<file path="config.mk">
export PLATFORM = sky130hd
export DESIGN_NAME = v_query_arb_flat
export DESIGN_NICKNAME = d
export VERILOG_FILES = /design/src/rtl/v_query_arb_if.sv /design/src/rtl/v_query_arb.sv /design/src/flat_wrapper.sv
export SDC_FILE = /design/constraint.sdc
export NUM_CORES = 1
export LEC_CHECK = 0
export BUFFER_PORTS_ARGS = -buffer_cell sky130_fd_sc_hd__buf_4
export CAP_MARGIN = 10
export CELL_PAD_IN_SITES_DETAIL_PLACEMENT = 0
export CELL_PAD_IN_SITES_GLOBAL_PLACEMENT = 1
export CORE_MARGIN = 2
export CORE_UTILIZATION = 43
export CTS_CLUSTER_SIZE = 30
export DETAILED_ROUTE_END_ITERATION = 7
export HOLD_SLACK_MARGIN = 0.02
export MAX_ROUTING_LAYER = met4
export PLACE_DENSITY = 0.92
export SLEW_MARGIN = 20
export SYNTH_ARGS = -nofsm -noshare
export SYNTH_HDL_FRONTEND = slang
export SYNTH_SLANG_ARGS = --single-unit
</file>
<file path="constraint.sdc">
create_clock -name clk -period 13.45 [get_ports clk]
set_input_delay 2.0175 -clock clk [delete_from_list [all_inputs] [get_ports clk]]
set_output_delay 2.0175 -clock clk [all_outputs]
set_load 0.01 [all_outputs]
</file>
<file path="src/rtl/v_query_arb_if.sv">
// Shared types for the list-query pipeline and the bundle of request,
// lookup and response signals between the clients/pipe and v_query_arb.
// The arbiter side uses modport slave; the client/pipe side uses modport master.

package v_pkg;
  typedef logic [15:0] id_t;
  typedef logic [3:0]  level_t;
  typedef logic [31:0] key_t;
  typedef logic [15:0] volume_t;
  typedef logic [7:0]  listsize_t;
endpackage

interface v_query_arb_if #(
  parameter int unsigned REQ_N = 4
);
  logic                          init_r;

  logic [REQ_N-1:0]              req_vld;
  v_pkg::id_t    [REQ_N-1:0]     req_prod_id;
  v_pkg::level_t [REQ_N-1:0]     req_level;
  logic [REQ_N-1:0]              req_rdy;

  logic                          lut_vld;
  v_pkg::id_t                    lut_prod_id;
  v_pkg::level_t                 lut_level;

  logic                          lut_vld_r;
  v_pkg::key_t                   lut_key;
  v_pkg::volume_t                lut_size;
  logic                          lut_error;
  v_pkg::listsize_t              lut_listsize;

  logic [REQ_N-1:0]              rsp_vld_r;
  v_pkg::key_t                   rsp_key_r;
  v_pkg::volume_t                rsp_size_r;
  logic                          rsp_error_r;
  v_pkg::listsize_t              rsp_listsize_r;

  modport slave (
    input  init_r,
    input  req_vld, req_prod_id, req_level,
    output req_rdy,
    output lut_vld, lut_prod_id, lut_level,
    input  lut_vld_r, lut_key, lut_size, lut_error, lut_listsize,
    output rsp_vld_r, rsp_key_r, rsp_size_r, rsp_error_r, rsp_listsize_r
  );

  modport master (
    output init_r,
    output req_vld, req_prod_id, req_level,
    input  req_rdy,
    input  lut_vld, lut_prod_id, lut_level,
    output lut_vld_r, lut_key, lut_size, lut_error, lut_listsize,
    input  rsp_vld_r, rsp_key_r, rsp_size_r, rsp_error_r, rsp_listsize_r
  );
endinterface

</file>
<file path="src/rtl/v_query_arb.sv">
// v_query_arb: round-robin scheduler sharing one list-query port among
// REQ_N clients. One request slot per client; results come back one cycle
// after issue and are routed to the issuing client as a registered pulse.
// Optional feature macro V_QUERY_ARB_RETRY_EN: when defined, erroring
// queries are re-issued up to RETRY_MAX times before the error is reported.

module v_query_arb #(
  parameter int unsigned REQ_N     = 4,
  parameter int unsigned RETRY_MAX = 3
) (
  input  logic         clk,
  input  logic         rst,
  v_query_arb_if.slave bus
);

  localparam int unsigned PTR_W = $clog2(REQ_N);
  typedef logic [PTR_W-1:0] idx_t;

  if (REQ_N < 2 || REQ_N > 8 || RETRY_MAX < 1 || RETRY_MAX > 7) begin : g_bad_cfg
    $error("v_query_arb: REQ_N must be 2..8 and RETRY_MAX 1..7");
  end

  logic [REQ_N-1:0]          slot_vld;
  logic [REQ_N-1:0]          slot_inflight;
  v_pkg::id_t    [REQ_N-1:0] slot_prod_id;
  v_pkg::level_t [REQ_N-1:0] slot_level;

`ifdef V_QUERY_ARB_RETRY_EN
  localparam int unsigned CNT_W = $clog2(RETRY_MAX + 1);
  logic [REQ_N-1:0][CNT_W-1:0] retry_cnt;
`endif

  idx_t             rr_ptr;
  idx_t             tag_r;
  logic             tag_vld_r;

  logic [REQ_N-1:0] eligible;
  logic             grant_vld;
  idx_t             grant_idx;
  idx_t             cand;
  logic             res_hit;
  logic             res_done;

  assign eligible    = slot_vld & ~slot_inflight;
  assign bus.req_rdy = ~slot_vld;

  // Pick the first eligible slot at or after rr_ptr, wrapping; nothing during init
  always_comb begin
    grant_vld = 1'b0;
    grant_idx = '0;
    cand      = '0;
    for (int unsigned k = 0; k < REQ_N; k++) begin
      cand = idx_t'((32'(rr_ptr) + k) % REQ_N);
      if (!grant_vld && eligible[cand]) begin
        grant_vld = 1'b1;
        grant_idx = cand;
      end
    end
    if (bus.init_r) begin
      grant_vld = 1'b0;
      grant_idx = '0;
    end
  end

  assign bus.lut_vld     = grant_vld;
  assign bus.lut_prod_id = slot_prod_id[grant_idx];
  assign bus.lut_level   = slot_level[grant_idx];

  // A result for the tagged slot either completes it or, with retry, sends it back to arbitration
  assign res_hit = bus.lut_vld_r & tag_vld_r;
`ifdef V_QUERY_ARB_RETRY_EN
  assign res_done = res_hit & (~bus.lut_error | (retry_cnt[tag_r] == CNT_W'(RETRY_MAX)));
`else
  assign res_done = res_hit;
`endif

  // Slot state: accept, mark in flight on grant, and resolve on result or dropped issue
  always_ff @(posedge clk or posedge rst) begin
    if (rst) begin
      slot_vld      <= '0;
      slot_inflight <= '0;
      slot_prod_id  <= '0;
      slot_level    <= '0;
`ifdef V_QUERY_ARB_RETRY_EN
      retry_cnt     <= '0;
`endif
    end else begin
      for (int unsigned i = 0; i < REQ_N; i++) begin
        if (bus.req_vld[i] && !slot_vld[i]) begin
          slot_vld[i]      <= 1'b1;
          slot_inflight[i] <= 1'b0;
          slot_prod_id[i]  <= bus.req_prod_id[i];
          slot_level[i]    <= bus.req_level[i];
`ifdef V_QUERY_ARB_RETRY_EN
          retry_cnt[i]     <= '0;
`endif
        end
        if (grant_vld && grant_idx == idx_t'(i)) begin
          slot_inflight[i] <= 1'b1;
        end
        // A missing result (tag set, no result) just re-arms the slot
        if (tag_vld_r && tag_r == idx_t'(i)) begin
          slot_inflight[i] <= 1'b0;
          if (res_done) begin
            slot_vld[i] <= 1'b0;
          end
`ifdef V_QUERY_ARB_RETRY_EN
          else if (res_hit) begin
            retry_cnt[i] <= retry_cnt[i] + 1'b1;
          end
`endif
        end
      end
    end
  end

  // Remember which slot was issued so the next-cycle result can be routed
  always_ff @(posedge clk or posedge rst) begin
    if (rst) begin
      rr_ptr    <= '0;
      tag_r     <= '0;
      tag_vld_r <= 1'b0;
    end else begin
      tag_vld_r <= grant_vld;
      if (grant_vld) begin
        tag_r  <= grant_idx;
        rr_ptr <= idx_t'((32'(grant_idx) + 1) % REQ_N);
      end
    end
  end

  // Registered one-hot response strobe and payload capture
  always_ff @(posedge clk or posedge rst) begin
    if (rst) begin
      bus.rsp_vld_r      <= '0;
      bus.rsp_key_r      <= '0;
      bus.rsp_size_r     <= '0;
      bus.rsp_error_r    <= 1'b0;
      bus.rsp_listsize_r <= '0;
    end else begin
      for (int unsigned i = 0; i < REQ_N; i++) begin
        bus.rsp_vld_r[i] <= res_done && (tag_r == idx_t'(i));
      end
      if (res_done) begin
        bus.rsp_key_r      <= bus.lut_key;
        bus.rsp_size_r     <= bus.lut_size;
        bus.rsp_error_r    <= bus.lut_error;
        bus.rsp_listsize_r <= bus.lut_listsize;
      end
    end
  end

endmodule

</file>
<file path="src/flat_wrapper.sv">
// flat-port wrapper written by rule: the top's interface ports become plain ports
module v_query_arb_flat 
#(
  parameter int unsigned REQ_N     = 4,
  parameter int unsigned RETRY_MAX = 3
)
  (clk, rst, bus_init_r, bus_req_vld, bus_req_prod_id, bus_req_level, bus_req_rdy, bus_lut_vld, bus_lut_prod_id, bus_lut_level, bus_lut_vld_r, bus_lut_key, bus_lut_size, bus_lut_error, bus_lut_listsize, bus_rsp_vld_r, bus_rsp_key_r, bus_rsp_size_r, bus_rsp_error_r, bus_rsp_listsize_r);
  v_query_arb_if #(.REQ_N(REQ_N)) bus_i ();
  input  logic clk;
  input  logic rst;
  input wire logic [$bits(bus_i.init_r)-1:0] bus_init_r;
  input wire logic [$bits(bus_i.req_vld)-1:0] bus_req_vld;
  input wire logic [$bits(bus_i.req_prod_id)-1:0] bus_req_prod_id;
  input wire logic [$bits(bus_i.req_level)-1:0] bus_req_level;
  output wire logic [$bits(bus_i.req_rdy)-1:0] bus_req_rdy;
  output wire logic [$bits(bus_i.lut_vld)-1:0] bus_lut_vld;
  output wire logic [$bits(bus_i.lut_prod_id)-1:0] bus_lut_prod_id;
  output wire logic [$bits(bus_i.lut_level)-1:0] bus_lut_level;
  input wire logic [$bits(bus_i.lut_vld_r)-1:0] bus_lut_vld_r;
  input wire logic [$bits(bus_i.lut_key)-1:0] bus_lut_key;
  input wire logic [$bits(bus_i.lut_size)-1:0] bus_lut_size;
  input wire logic [$bits(bus_i.lut_error)-1:0] bus_lut_error;
  input wire logic [$bits(bus_i.lut_listsize)-1:0] bus_lut_listsize;
  output wire logic [$bits(bus_i.rsp_vld_r)-1:0] bus_rsp_vld_r;
  output wire logic [$bits(bus_i.rsp_key_r)-1:0] bus_rsp_key_r;
  output wire logic [$bits(bus_i.rsp_size_r)-1:0] bus_rsp_size_r;
  output wire logic [$bits(bus_i.rsp_error_r)-1:0] bus_rsp_error_r;
  output wire logic [$bits(bus_i.rsp_listsize_r)-1:0] bus_rsp_listsize_r;
  assign bus_i.init_r = bus_init_r;
  assign bus_i.req_vld = bus_req_vld;
  assign bus_i.req_prod_id = bus_req_prod_id;
  assign bus_i.req_level = bus_req_level;
  assign bus_req_rdy = bus_i.req_rdy;
  assign bus_lut_vld = bus_i.lut_vld;
  assign bus_lut_prod_id = bus_i.lut_prod_id;
  assign bus_lut_level = bus_i.lut_level;
  assign bus_i.lut_vld_r = bus_lut_vld_r;
  assign bus_i.lut_key = bus_lut_key;
  assign bus_i.lut_size = bus_lut_size;
  assign bus_i.lut_error = bus_lut_error;
  assign bus_i.lut_listsize = bus_lut_listsize;
  assign bus_rsp_vld_r = bus_i.rsp_vld_r;
  assign bus_rsp_key_r = bus_i.rsp_key_r;
  assign bus_rsp_size_r = bus_i.rsp_size_r;
  assign bus_rsp_error_r = bus_i.rsp_error_r;
  assign bus_rsp_listsize_r = bus_i.rsp_listsize_r;
  v_query_arb #(.REQ_N(REQ_N), .RETRY_MAX(RETRY_MAX)) u_core (.clk(clk), .rst(rst), .bus(bus_i));
endmodule
</file>
==> impl_metrics.ini, run 1 <==
[run_status]
status = finished clean

[sta]
finClkSkew_ns = 0.00739
finalHoldViolCount = 0
max_clock_freq_ghz = 0.165
period_minus_slack_ns = 6.08
timing.final.max_slew_violations = 0
rsz0062_at_grt = false
worst_pin_slew_ns = 0.934
max-slew-margin-rel = 0.376
setup_viol = 0
tns_ns = 0
finalCritPeriodShare = 0.452

[cells_and_area]
stdcell_count = 880
utilization = 0.603
nNetsFinal = 830
area_growth_pct = 38.5
final_common_cell = buf_4
final_area_um2 = 9100
n_antenna_cell = 0
drive_gt1_frac = 0.601
most-common-layout-cells = 237 x buf_4, 154 x dfrtp_1, 138 x mux2_2, 60 x mux2i_1, 17 x clkbuf_16
fillers = 1189

[floorplanning]
rows = 45
die_x_um = 128
start_util = 0.435
ioPinCount = 231
coreArea_um2 = 15100
die_area_um2 = 16300
die_y_um = 128

[detailed_routing]
m1WireLength_um = 6340
maxUsedRoutingLayer = met4
drt-total-wl_um = 16500
drt-wirelength-per-cell_um = 18.7
route.met2.wl_um = 8570
drtPass1Iterations = 4
dr_wl_met3_um = 1270
via_per_inst = 5.12
drcViolationCount = 0
num_vias = 4508
ant_nets = 0
drt_iter0_drc = 151

[clock_network]
htreeDepth = 4
cts-buffers-inserted = 17
clock_sinks = 154
post_cts_resized = 0
clk_root_buffer_cell = clkbuf_16
clock_path_buffers = 2
clkLatencyLatePin_ns = 0.42
cts_tree = yes
postCtsSetupBuffers = 0
cts_hold_buf = 0
cts.clk_slew.worst_paths_ns = 0.06

[critical_path]
timing.rr.end = u_core.rr_ptr[1]
crit_chain = buf_4 -> a31oi_2 -> o21ai_1 -> nor2_4 -> mux2i_1 -> buf_4
slowest_delay_ns = 0.76
cpMostUsedCell = buf_4
path_class = input port to output pin
end_kind = output pin
required_ns = 11.43
cp_slowest_cell = nor2_4
crit_path_start_kind = input port
r2r_start = u_core.slot_inflight[3]
r2r_slack_ns = 10.45
critPathMaxFanout = 24
reg2regPathDepth = 7
arrival_ns = 4.06

[global_route]
grt_max_degree = 114
antenna_found_initial = 0
gr-total-overflow = 0
grt_pass1_wl_um = 25800
grt_usage = 0.215
grt_pass1_vias = 4967

[place]
post-place-cells = 850
dp_hpwl_um = 11900
io_buffers = 230
gp_congestion = 0.807
place_area_um2 = 8480

[pwr]
ir_drop_mv = 0.136
power_mw = 1.99
p_per_area_nw_per_um2 = 219
total_leakage_power_nw = 4.24

[synthesis]
yosys_register_bits = 154
synthCells = 446
yosys_warnings = 0
synth_area_um2 = 6570
syn_nets = 595
ys_seq_area_frac = 0.587
syn_area_per_cell_um2 = 14.7
synth_cell_types = 32

[hold_path]
min_path_cells = 1
hp-class = flip-flop to flip-flop
holdPathEnd = u_core.slot_prod_id[62]
min_from = u_core.slot_prod_id[62]

[flow_run]
maxCapViolations = 0
## cells by family (layout without fill, tap and decap cells)
family,Yosys count,count (layout),synth area share
AO/OA/AOI/OAI,21,21,0.0227
adder cells (fa/ha/maj),4,4,0.00762
buffers and inverters,30,276,0.0230
flip-flops,154,154,0.587
multiplexers,198,198,0.328
AND/OR/NAND/NOR,39,39,0.0320
## synth_stat cells (all sizes together)
| master | count | area, um^2 |
|---|---|---|
| o21a | 1 | 7.51 |
| nor2b | 10 | 62.6 |
| a41oi | 1 | 8.76 |
| clkbuf | 2 | 7.51 |
| nand2 | 4 | 15.0 |
| a211o | 1 | 8.76 |
| o21ai | 2 | 10.0 |
| a21oi | 7 | 35.0 |
| nor2 | 16 | 67.6 |
| a22o | 1 | 8.76 |
| inv | 9 | 33.8 |
| a211oi | 1 | 20.0 |
| mux2 | 138 | 1550 |
| nor3 | 2 | 10.0 |
| mux2i | 60 | 601 |
| o22ai | 2 | 12.5 |
| a31oi | 5 | 37.5 |
| nand2b | 4 | 27.5 |
| dfrtp | 154 | 3850 |
| nor3b | 1 | 12.5 |
| and2 | 2 | 15.0 |
| ha | 4 | 50.1 |
| buf | 19 | 110 |
## routing by layer
| metal | up-vias | track usage |
|---|---|---|
| met1 | 2267 | 0.243 |
| met4 | 0 | 0.0776 |
| li1 | 2052 | - |
| met2 | 163 | 0.356 |
| met5 | - | - |
| met3 | 26 | 0.0712 |
## worst max path at each step
stage               slack (ns)  cells after the start                endpoint  startpoint
floorplan                 7.28                      1  u_core.bus.rsp_error_r         rst
global placement          7.43                      6     bus_lut_prod_id[11]  bus_init_r
detailed placement        7.36                      6     bus_lut_prod_id[11]  bus_init_r
CTS                       7.35                      6     bus_lut_prod_id[11]  bus_init_r
global route              7.15                      6     bus_lut_prod_id[11]  bus_init_r
finish                    7.37                      6     bus_lut_prod_id[11]  bus_init_r
## area by class of cell
type	instances	area, um^2	share of cell area
Tap cell	188	235	0.0259
Multi-Input combinational cell	262	2570	0.283
Clock buffer	24	502	0.0552
Sequential cell	154	3850	0.424
Clock inverter	6	111	0.0122
Inverter	9	41.3	0.00454
Timing Repair Buffer	237	1780	0.196
## metrics by stage
| step | worst slack [ns] | hold slack (ns) |
|---|---|---|
| after global routing | 7.15 | 0.520 |
| after CTS | 7.35 | 0.508 |
| after detailed placement | 7.36 | 0.495 |
| after floorplan | 7.28 | 0.480 |
| final | 7.37 | 0.506 |
| after global placement | 7.43 | 0.488 |
## worst max-delay path: cells and delay by family
kind | cells | cell delay (ns)
AND/OR/NAND/NOR | 1 | 0.76
AO/OA/AOI/OAI | 2 | 0.69
multiplexers | 1 | 0.31
buffers and inverters | 2 | 0.27
## power breakdown
group	internal [mW]	total (mW)	switching (mW)
clock network	0.315	0.492	0.178
logic	0.418	0.752	0.334
registers	0.639	0.745	0.105
total	1.37	1.99	0.617
## state kept, by name, summed over array words and instances, names as in the netlist
register                   flops
u_core.slot_prod_id           64
u_core.bus.rsp_key_r          32
u_core.bus.rsp_size_r         16
u_core.slot_level             16
u_core.bus.rsp_listsize_r      8
u_core.bus.rsp_vld_r           4
u_core.slot_inflight           4
u_core.slot_vld                4
u_core.rr_ptr                  2
u_core.tag_r                   2
u_core.bus.rsp_error_r         1
u_core.tag_vld_r               1
Note: power is estimated with default switching activity, not from simulation.
==> run 2, diff against run 1 <==
--- a/config.mk
+++ b/config.mk
@@ -10,12 +10,12 @@
 export CELL_PAD_IN_SITES_DETAIL_PLACEMENT = 0
 export CELL_PAD_IN_SITES_GLOBAL_PLACEMENT = 1
 export CORE_MARGIN = 2
-export CORE_UTILIZATION = 43
+export CORE_UTILIZATION = 36
 export CTS_CLUSTER_SIZE = 30
 export DETAILED_ROUTE_END_ITERATION = 7
 export HOLD_SLACK_MARGIN = 0.02
 export MAX_ROUTING_LAYER = met4
-export PLACE_DENSITY = 0.92
+export PLACE_DENSITY = 0.82
 export SLEW_MARGIN = 20
 export SYNTH_ARGS = -nofsm -noshare
 export SYNTH_HDL_FRONTEND = slang
==> constraint.sdc (replaced) <==
create_clock -name clk -period 5.1 [get_ports clk]
set_input_delay 0.765 -clock clk [delete_from_list [all_inputs] [get_ports clk]]
set_output_delay 0.765 -clock clk [all_outputs]
set_load 0.01 [all_outputs]
==> impl_metrics.ini, run 2 (synthesis results as in run 1) <==
[run_status]
status = finished clean

[pwr]
total_leakage_power_nw = 4.23
p_per_area_nw_per_um2 = 571
ir_drop_mv = 0.260

[critical_path]
cp_slowest_cell = nor2_4
end_kind = output pin
r2r_start = u_core.slot_inflight[3]
crit_path_start_kind = flip-flop
required_ns = 4.34
slowest_delay_ns = 0.78
critPathMaxFanout = 24
reg2regPathDepth = 7
cp-startpoint = u_core.slot_inflight[3]
crit_chain = nand2b_2 -> and2_4 -> a31oi_2 -> o21ai_1 -> nor2_4 -> mux2i_1 -> buf_4
arrival_ns = 3.12
path_class = flip-flop to output pin

[floorplanning]
die_y_um = 139
die_x_um = 139
start_util = 0.366
die_area_um2 = 19300
rows = 49
coreArea_um2 = 18000
ioPinCount = 231

[cells_and_area]
drive_gt1_frac = 0.604
utilization = 0.509
reg_top3 = u_core.slot_prod_id (64), u_core.bus.rsp_key_r (32)
n_antenna_cell = 0
area_growth_pct = 39.1
largest_reg_flops = 64
regMostFlops = u_core.slot_prod_id
final_common_cell = buf_4
final_area_um2 = 9140
nNetsFinal = 830
most-common-layout-cells = 237 x buf_4, 154 x dfrtp_1, 138 x mux2_2, 60 x mux2i_1, 17 x clkbuf_16

[detailed_routing]
num_vias = 4455
m1WireLength_um = 6680
drt_iter0_drc = 139
dr_wl_met3_um = 923
drt-wirelength-per-cell_um = 17.6
route.met2.wl_um = 8360
drcViolationCount = 0
drtPass1Iterations = 4
maxUsedRoutingLayer = met4
via_per_inst = 4.83
drt-total-wl_um = 16300
ant_nets = 0

[sta]
whs_ns = 0.439
finalCritPeriodShare = 0.762
tns_ns = 0
worst_pin_slew_ns = 0.980
max_clock_freq_ghz = 0.257
timing.final.max_slew_violations = 0
max-slew-margin-rel = 0.345
finalHoldViolCount = 0
period_minus_slack_ns = 3.89
finClkSkew_ns = 0.0106
rsz0062_at_grt = false
setup_viol = 0

[clock_network]
cts.clk_slew.worst_paths_ns = 0.07
clk_root_buffer_cell = clkbuf_16
cts_tree = yes
htreeDepth = 4
postCtsSetupBuffers = 0
clkLatencyLatePin_ns = 0.42
cts-buffers-inserted = 17
post_cts_resized = 0
clock_path_buffers = 2
clock_sinks = 154
cts_hold_buf = 0

[global_route]
antenna_found_initial = 0
gr-total-overflow = 0
grt_pass1_vias = 5009
grt_usage = 0.173
grt_pass1_wl_um = 25600
grt_max_degree = 116

[place]
gp_congestion = 0.768
dp_hpwl_um = 11600
io_buffers = 230
place_area_um2 = 8530

[flow_run]
maxCapViolations = 0

[hold_path]
hp-class = input port to async pin
[run 2: power by group]
part	switching (mW)	internal (mW)
registers	0.276	1.68
clock network	0.531	0.749
logic	0.876	1.10
total	1.68	3.54
[run 2: layout make-up]
class | instances | area [um^2]
Clock buffer | 19 | 443
Inverter | 9 | 41.3
Fill cell | 1569 | 8830
Multi-Input combinational cell | 262 | 2570
Sequential cell | 154 | 3850
Clock inverter | 13 | 158
Tap cell | 229 | 287
Timing Repair Buffer | 237 | 1780
[run 2: path summary, 6_finish.rpt]
check	slack, ns	end
setup / recovery	1.21	bus_lut_prod_id[15]
hold / removal	0.44	u_core.slot_level[10]
setup reg to reg	2.11	u_core.rr_ptr[1]
hold reg to reg	0.51	u_core.slot_prod_id[20]
max in group asynchronous	3.51	u_core.slot_prod_id[25]
min in group clk	0.51	u_core.slot_prod_id[20]
[run 2: critical path: cells and delay by family, from the launching register on]
kind	cells	cell delay, ns
buffers and inverters	1	0.15
and+or+nand+nor	3	1.17
AOI/OAI and AO/OA	2	0.70
DFF	1	0.37
muxes	1	0.29
[run 2: per-layer routing]
layer | up-vias | global-route usage
met3 | 20 | 0.0487
li1 | 2044 | -
met5 | - | -
met1 | 2223 | 0.199
met4 | 0 | 0.0558
met2 | 168 | 0.296
[run 2: stage by stage]
stage                     worst slack, ns  total power, mW  std cells
final                                1.21             5.22        923
after global routing                 1.02             5.52        923
after CTS                            1.17             5.30        923
after detailed placement             1.49             3.99        891
after global placement               1.61             3.90        891
after floorplan                     0.185             3.18        446
==> run 3, diff against run 2 <==
--- a/config.mk
+++ b/config.mk
@@ -5,17 +5,18 @@
 export SDC_FILE = /design/constraint.sdc
 export NUM_CORES = 1
 export LEC_CHECK = 0
+export ABC_AREA = 1
 export BUFFER_PORTS_ARGS = -buffer_cell sky130_fd_sc_hd__buf_4
 export CAP_MARGIN = 10
 export CELL_PAD_IN_SITES_DETAIL_PLACEMENT = 0
 export CELL_PAD_IN_SITES_GLOBAL_PLACEMENT = 1
 export CORE_MARGIN = 2
-export CORE_UTILIZATION = 36
+export CORE_UTILIZATION = 37
 export CTS_CLUSTER_SIZE = 30
 export DETAILED_ROUTE_END_ITERATION = 7
 export HOLD_SLACK_MARGIN = 0.02
 export MAX_ROUTING_LAYER = met4
-export PLACE_DENSITY = 0.82
+export PLACE_DENSITY = 0.85
 export SLEW_MARGIN = 20
 export SYNTH_ARGS = -nofsm -noshare
 export SYNTH_HDL_FRONTEND = slang
==> constraint.sdc (replaced) <==
create_clock -name clk -period 3.6 [get_ports clk]
set_input_delay 0.54 -clock clk [delete_from_list [all_inputs] [get_ports clk]]
set_output_delay 0.54 -clock clk [all_outputs]
set_load 0.01 [all_outputs]
==> impl_metrics.ini, run 3 <==
[run_status]
status = aborted with a tool error
haltStage = detailed routing
tool.error = [ERROR DRT-0255] Maze Route cannot find path of net clk in worker of routeBox ( 96600 0 ) ( 140450 48300 ).

[clock_network]
htreeDepth = 4
clock_sinks = 154
postCtsSetupBuffers = 0
cts-buffers-inserted = 17
clk_root_buffer_cell = clkbuf_16
clock_path_buffers = 2

[global_route]
grt_usage = 0.209
grt_pass1_vias = 6014
grt_pass1_wl_um = 31000
grt_max_degree = 61
gr-total-overflow = 0
antenna_found_initial = 1

[synthesis]
async_reset_ff_frac = 1.00
synth_area_um2 = 6890
synth_xor_area_frac = 0
synth_common_cells = 154 x dfrtp_1, 99 x nand2_1, 93 x inv_1, 93 x nand3_1, 92 x nor2_1
synth_cell_types = 23
synthAdderAreaFrac = 0.00726
yosys_warnings = 0
syn_area_per_cell_um2 = 9.27
synth_flop_cell = dfrtp_1
synth_top_family_by_area = simple AND/OR/NAND/NOR gates
synthSimpleGateAreaFrac = 0.195
synth_area_leaders = dfrtp_1 56%, mux2_2 9.3%, nand3_1 6.8%
netlist.area_leader.share = 0.559
syn_nets = 892
synth_edf_count = 0
synthMostInstantiatedCell = dfrtp_1
yosys_register_bits = 154
synth_compound_area_frac = 0.0632
synthCells = 743
yosysTopAreaCell = dfrtp_1
synthMuxAreaShare = 0.0932
ys_seq_area_frac = 0.559

[floorplanning]
ioPinCount = 231
die_y_um = 140
start_util = 0.381
die_x_um = 140
rows = 49

[sta]
crit_endpoint = bus_lut_prod_id[1]
worstEndpointType = primary output

[place]
dp_hpwl_um = 14400
post-place-cells = 1174
gp_congestion = 0.835
io_buffers = 230
==> run 3: cell types whose count changed after synthesis, sizes merged, moves of 60 or more <==
cell | previous run | this run
nand3 | 0 | 97
inv | 9 | 96
nand2 | 4 | 104
a21oi | 7 | 84
mux2i | 60 | 0
nor2 | 16 | 94
mux2 | 138 | 57
==> run 3: cells by family after synthesis <==
logic type	count (synthesis)
AOI/OAI and AO/OA	87
adders and majority gates	4
buffers and inverters	136
DFF	154
muxes	57
and+or+nand+nor	305
==> run 3: timing repair <==
item / in CTS / in global routing
resized for setup: 0 / 2
setup endpoints to repair: 0 / 20
hold buffers: 0 / 0
hold endpoints to repair: 0 / 0
==> run 3: metrics by stage <==
stage	util	cell area (um^2)	setup slack, ns
floorplan	-	6890	1.12
global placement	0.488	8820	0.671
detailed placement	0.488	8820	0.665
CTS	0.521	9430	0.176
global route	0.523	9470	0.0808
==> run 3: layer usage <==
| metal | GRT usage |
|---|---|
| met3 | 0.0687 |
| met2 | 0.345 |
| met4 | 0.0537 |
| met1 | 0.248 |
| met5 | - |
==> run 4, diff against run 3 <==
--- a/config.mk
+++ b/config.mk
@@ -8,15 +8,10 @@
 export ABC_AREA = 1
 export BUFFER_PORTS_ARGS = -buffer_cell sky130_fd_sc_hd__buf_4
 export CAP_MARGIN = 10
-export CELL_PAD_IN_SITES_DETAIL_PLACEMENT = 0
-export CELL_PAD_IN_SITES_GLOBAL_PLACEMENT = 1
 export CORE_MARGIN = 2
-export CORE_UTILIZATION = 37
-export CTS_CLUSTER_SIZE = 30
+export CORE_UTILIZATION = 38
 export DETAILED_ROUTE_END_ITERATION = 7
-export HOLD_SLACK_MARGIN = 0.02
-export MAX_ROUTING_LAYER = met4
-export PLACE_DENSITY = 0.85
+export PLACE_DENSITY_LB_ADDON = 0.15
 export SLEW_MARGIN = 20
 export SYNTH_ARGS = -nofsm -noshare
 export SYNTH_HDL_FRONTEND = slang
==> impl_metrics.ini, run 4 <==
[run_status]
status = finished clean

[critical_path]
required_ns = 3.06
path_class = flip-flop to output pin
crit_path_start_kind = flip-flop
end_kind = output pin
arrival_ns = 2.78
critPathMaxFanout = 30

[detailed_routing]
ant_nets = 0
drt_iter0_drc = 285
drt-total-wl_um = 18900
num_vias = 5733
drtPass1Iterations = 4
drcViolationCount = 0
drt-wirelength-per-cell_um = 15.7
via_per_inst = 4.75

[cells_and_area]
area_growth_pct = 36.7
reg_top3 = u_core.slot_prod_id (64), u_core.bus.rsp_key_r (32)
regMostFlops = u_core.slot_prod_id
drive_gt1_frac = 0.354
final_area_um2 = 9420
utilization = 0.526
nNetsFinal = 1113
largest_reg_flops = 64
n_antenna_cell = 0
final_common_cell = buf_4
most-common-layout-cells = 241 x buf_4, 154 x dfrtp_1, 98 x nand2_1, 93 x nand3_1

[sta]
tns_ns = 0
timing.final.max_slew_violations = 0
rsz0062_at_grt = false
finalCritPeriodShare = 0.923
max-slew-margin-rel = 0.464
finalHoldViolCount = 0
worst_pin_slew_ns = 0.802
setup_viol = 0
fin_ws_ns = 0.279
max_clock_freq_ghz = 0.301
period_minus_slack_ns = 3.32
finClkSkew_ns = 0.0116

[clock_network]
cts_hold_buf = 0
cts-buffers-inserted = 17
postCtsSetupBuffers = 0
cts.clk_slew.worst_paths_ns = 0.07
post_cts_resized = 0
clk_root_buffer_cell = clkbuf_16
cts_tree = yes
clock_path_buffers = 2
clkLatencyLatePin_ns = 0.43
clock_sinks = 154
htreeDepth = 4

[synthesis]
synthCells = 743
yosysTopAreaCell = dfrtp_1
synth_flop_cell = dfrtp_1
synth_cell_types = 23
synth_edf_count = 0
yosys_register_bits = 154
yosys_warnings = 0
synth_area_leaders = dfrtp_1 56%, mux2_2 9.3%, nand3_1 6.8%
ys_seq_area_frac = 0.559
netlist.area_leader.share = 0.559
synth_common_cells = 154 x dfrtp_1, 99 x nand2_1, 93 x inv_1, 93 x nand3_1, 92 x nor2_1
async_reset_ff_frac = 1.00
syn_nets = 892
synthMostInstantiatedCell = dfrtp_1
synth_area_um2 = 6890
syn_area_per_cell_um2 = 9.27

[pwr]
total_leakage_power_nw = 4.88
ir_drop_mv = 0.543
p_per_area_nw_per_um2 = 895

[global_route]
gr-total-overflow = 0
grt_usage = 0.200
grt_pass1_wl_um = 30300
grt_pass1_vias = 5919
grt_max_degree = 81
antenna_found_initial = 0

[floorplanning]
die_area_um2 = 19200
die_y_um = 139
start_util = 0.385
coreArea_um2 = 17900
rows = 49
die_x_um = 139
ioPinCount = 231

[place]
place_area_um2 = 8810
dp_hpwl_um = 13600
pre_cts_ws_ns = 0.748
gp_congestion = 0.821
io_buffers = 230

[flow_run]
maxCapViolations = 0

[hold_path]
hp-class = input port to async pin
run 4: cell counts after synthesis:
Identical to the previous run, type by type.
run 4: layout make-up:
type,instances,area [um^2]
fillers,1686,8480
flip-flops and latches,154,3850
multi-input cells,453,2470
repair buffers,242,1830
clock buffers,19,443
inverters,96,367
well taps,229,287
clock inverters,13,166
run 4: critical path, stage by stage (launching register included):
cell and delay [ns]:
dfrtp_1 0.55, nand3_1 0.19, nand3_1 0.13, nand2_1 0.12, nand3_2 0.13, nor2_4 0.05, nor2_8 0.28, buf_4 0.40
nand3_1 0.20, nand3_1 0.13, nand2_1 0.05, buf_4 0.14
run 4: worst paths after layout:
path / from / endpoint / slack [ns] / cells after the start
setup / recovery: u_core.rr_ptr[0] / bus_lut_level[0] / 0.28 / 11
hold / removal: rst / u_core.bus.rsp_key_r[3] / 0.24 / 2
setup reg to reg: u_core.rr_ptr[0] / u_core.rr_ptr[1] / 1.02 / 11
hold reg to reg: u_core.bus.rsp_listsize_r[4] / u_core.bus.rsp_listsize_r[4] / 0.50 / 1
max in group asynchronous: rst / u_core.slot_prod_id[49] / 2.47 / 3
min in group clk: bus_lut_key[1] / u_core.bus.rsp_key_r[1] / 0.34 / 2
run 4: metrics by stage:
stage | total power [mW] | hold WS [ns] | cells
2_1_floorplan | 5.10 | 0.481 | 743
3_3_place_gp | 6.58 | 0.489 | 1174
3_5_place_dp | 6.63 | 0.494 | 1174
4_1_cts | 8.52 | 0.270 | 1206
5_1_grt | 9.05 | 0.307 | 1206
6_report | 8.43 | 0.243 | 1206
run 4: cell families after synthesis:
| group | Yosys count | share of synthesized area |
|---|---|---|
| flops | 154 | 0.559 |
| mux | 57 | 0.0932 |
| fa+ha+maj | 4 | 0.00727 |
| simple gates | 305 | 0.195 |
| buf+inv | 136 | 0.0821 |
| compound gates | 87 | 0.0632 |
run 4: per-layer routing:
| layer | GRT usage | up-vias | part of all wire |
|---|---|---|---|
| li1 | - | 2817 | - |
| met1 | 0.234 | 2698 | 0.41 |
| met2 | 0.332 | 195 | 0.48 |
| met3 | 0.0870 | 23 | 0.098 |
| met4 | 0.0638 | 0 | 0.016 |
| met5 | 0 | - | 0 |
run 4: power breakdown:
group / internal (mW) / leakage [nW] / switching (mW)
Sequential: 2.40 / 1.73 / 0.270
Combinational: 1.62 / 2.86 / 2.28
Clock: 1.12 / 0.290 / 0.738
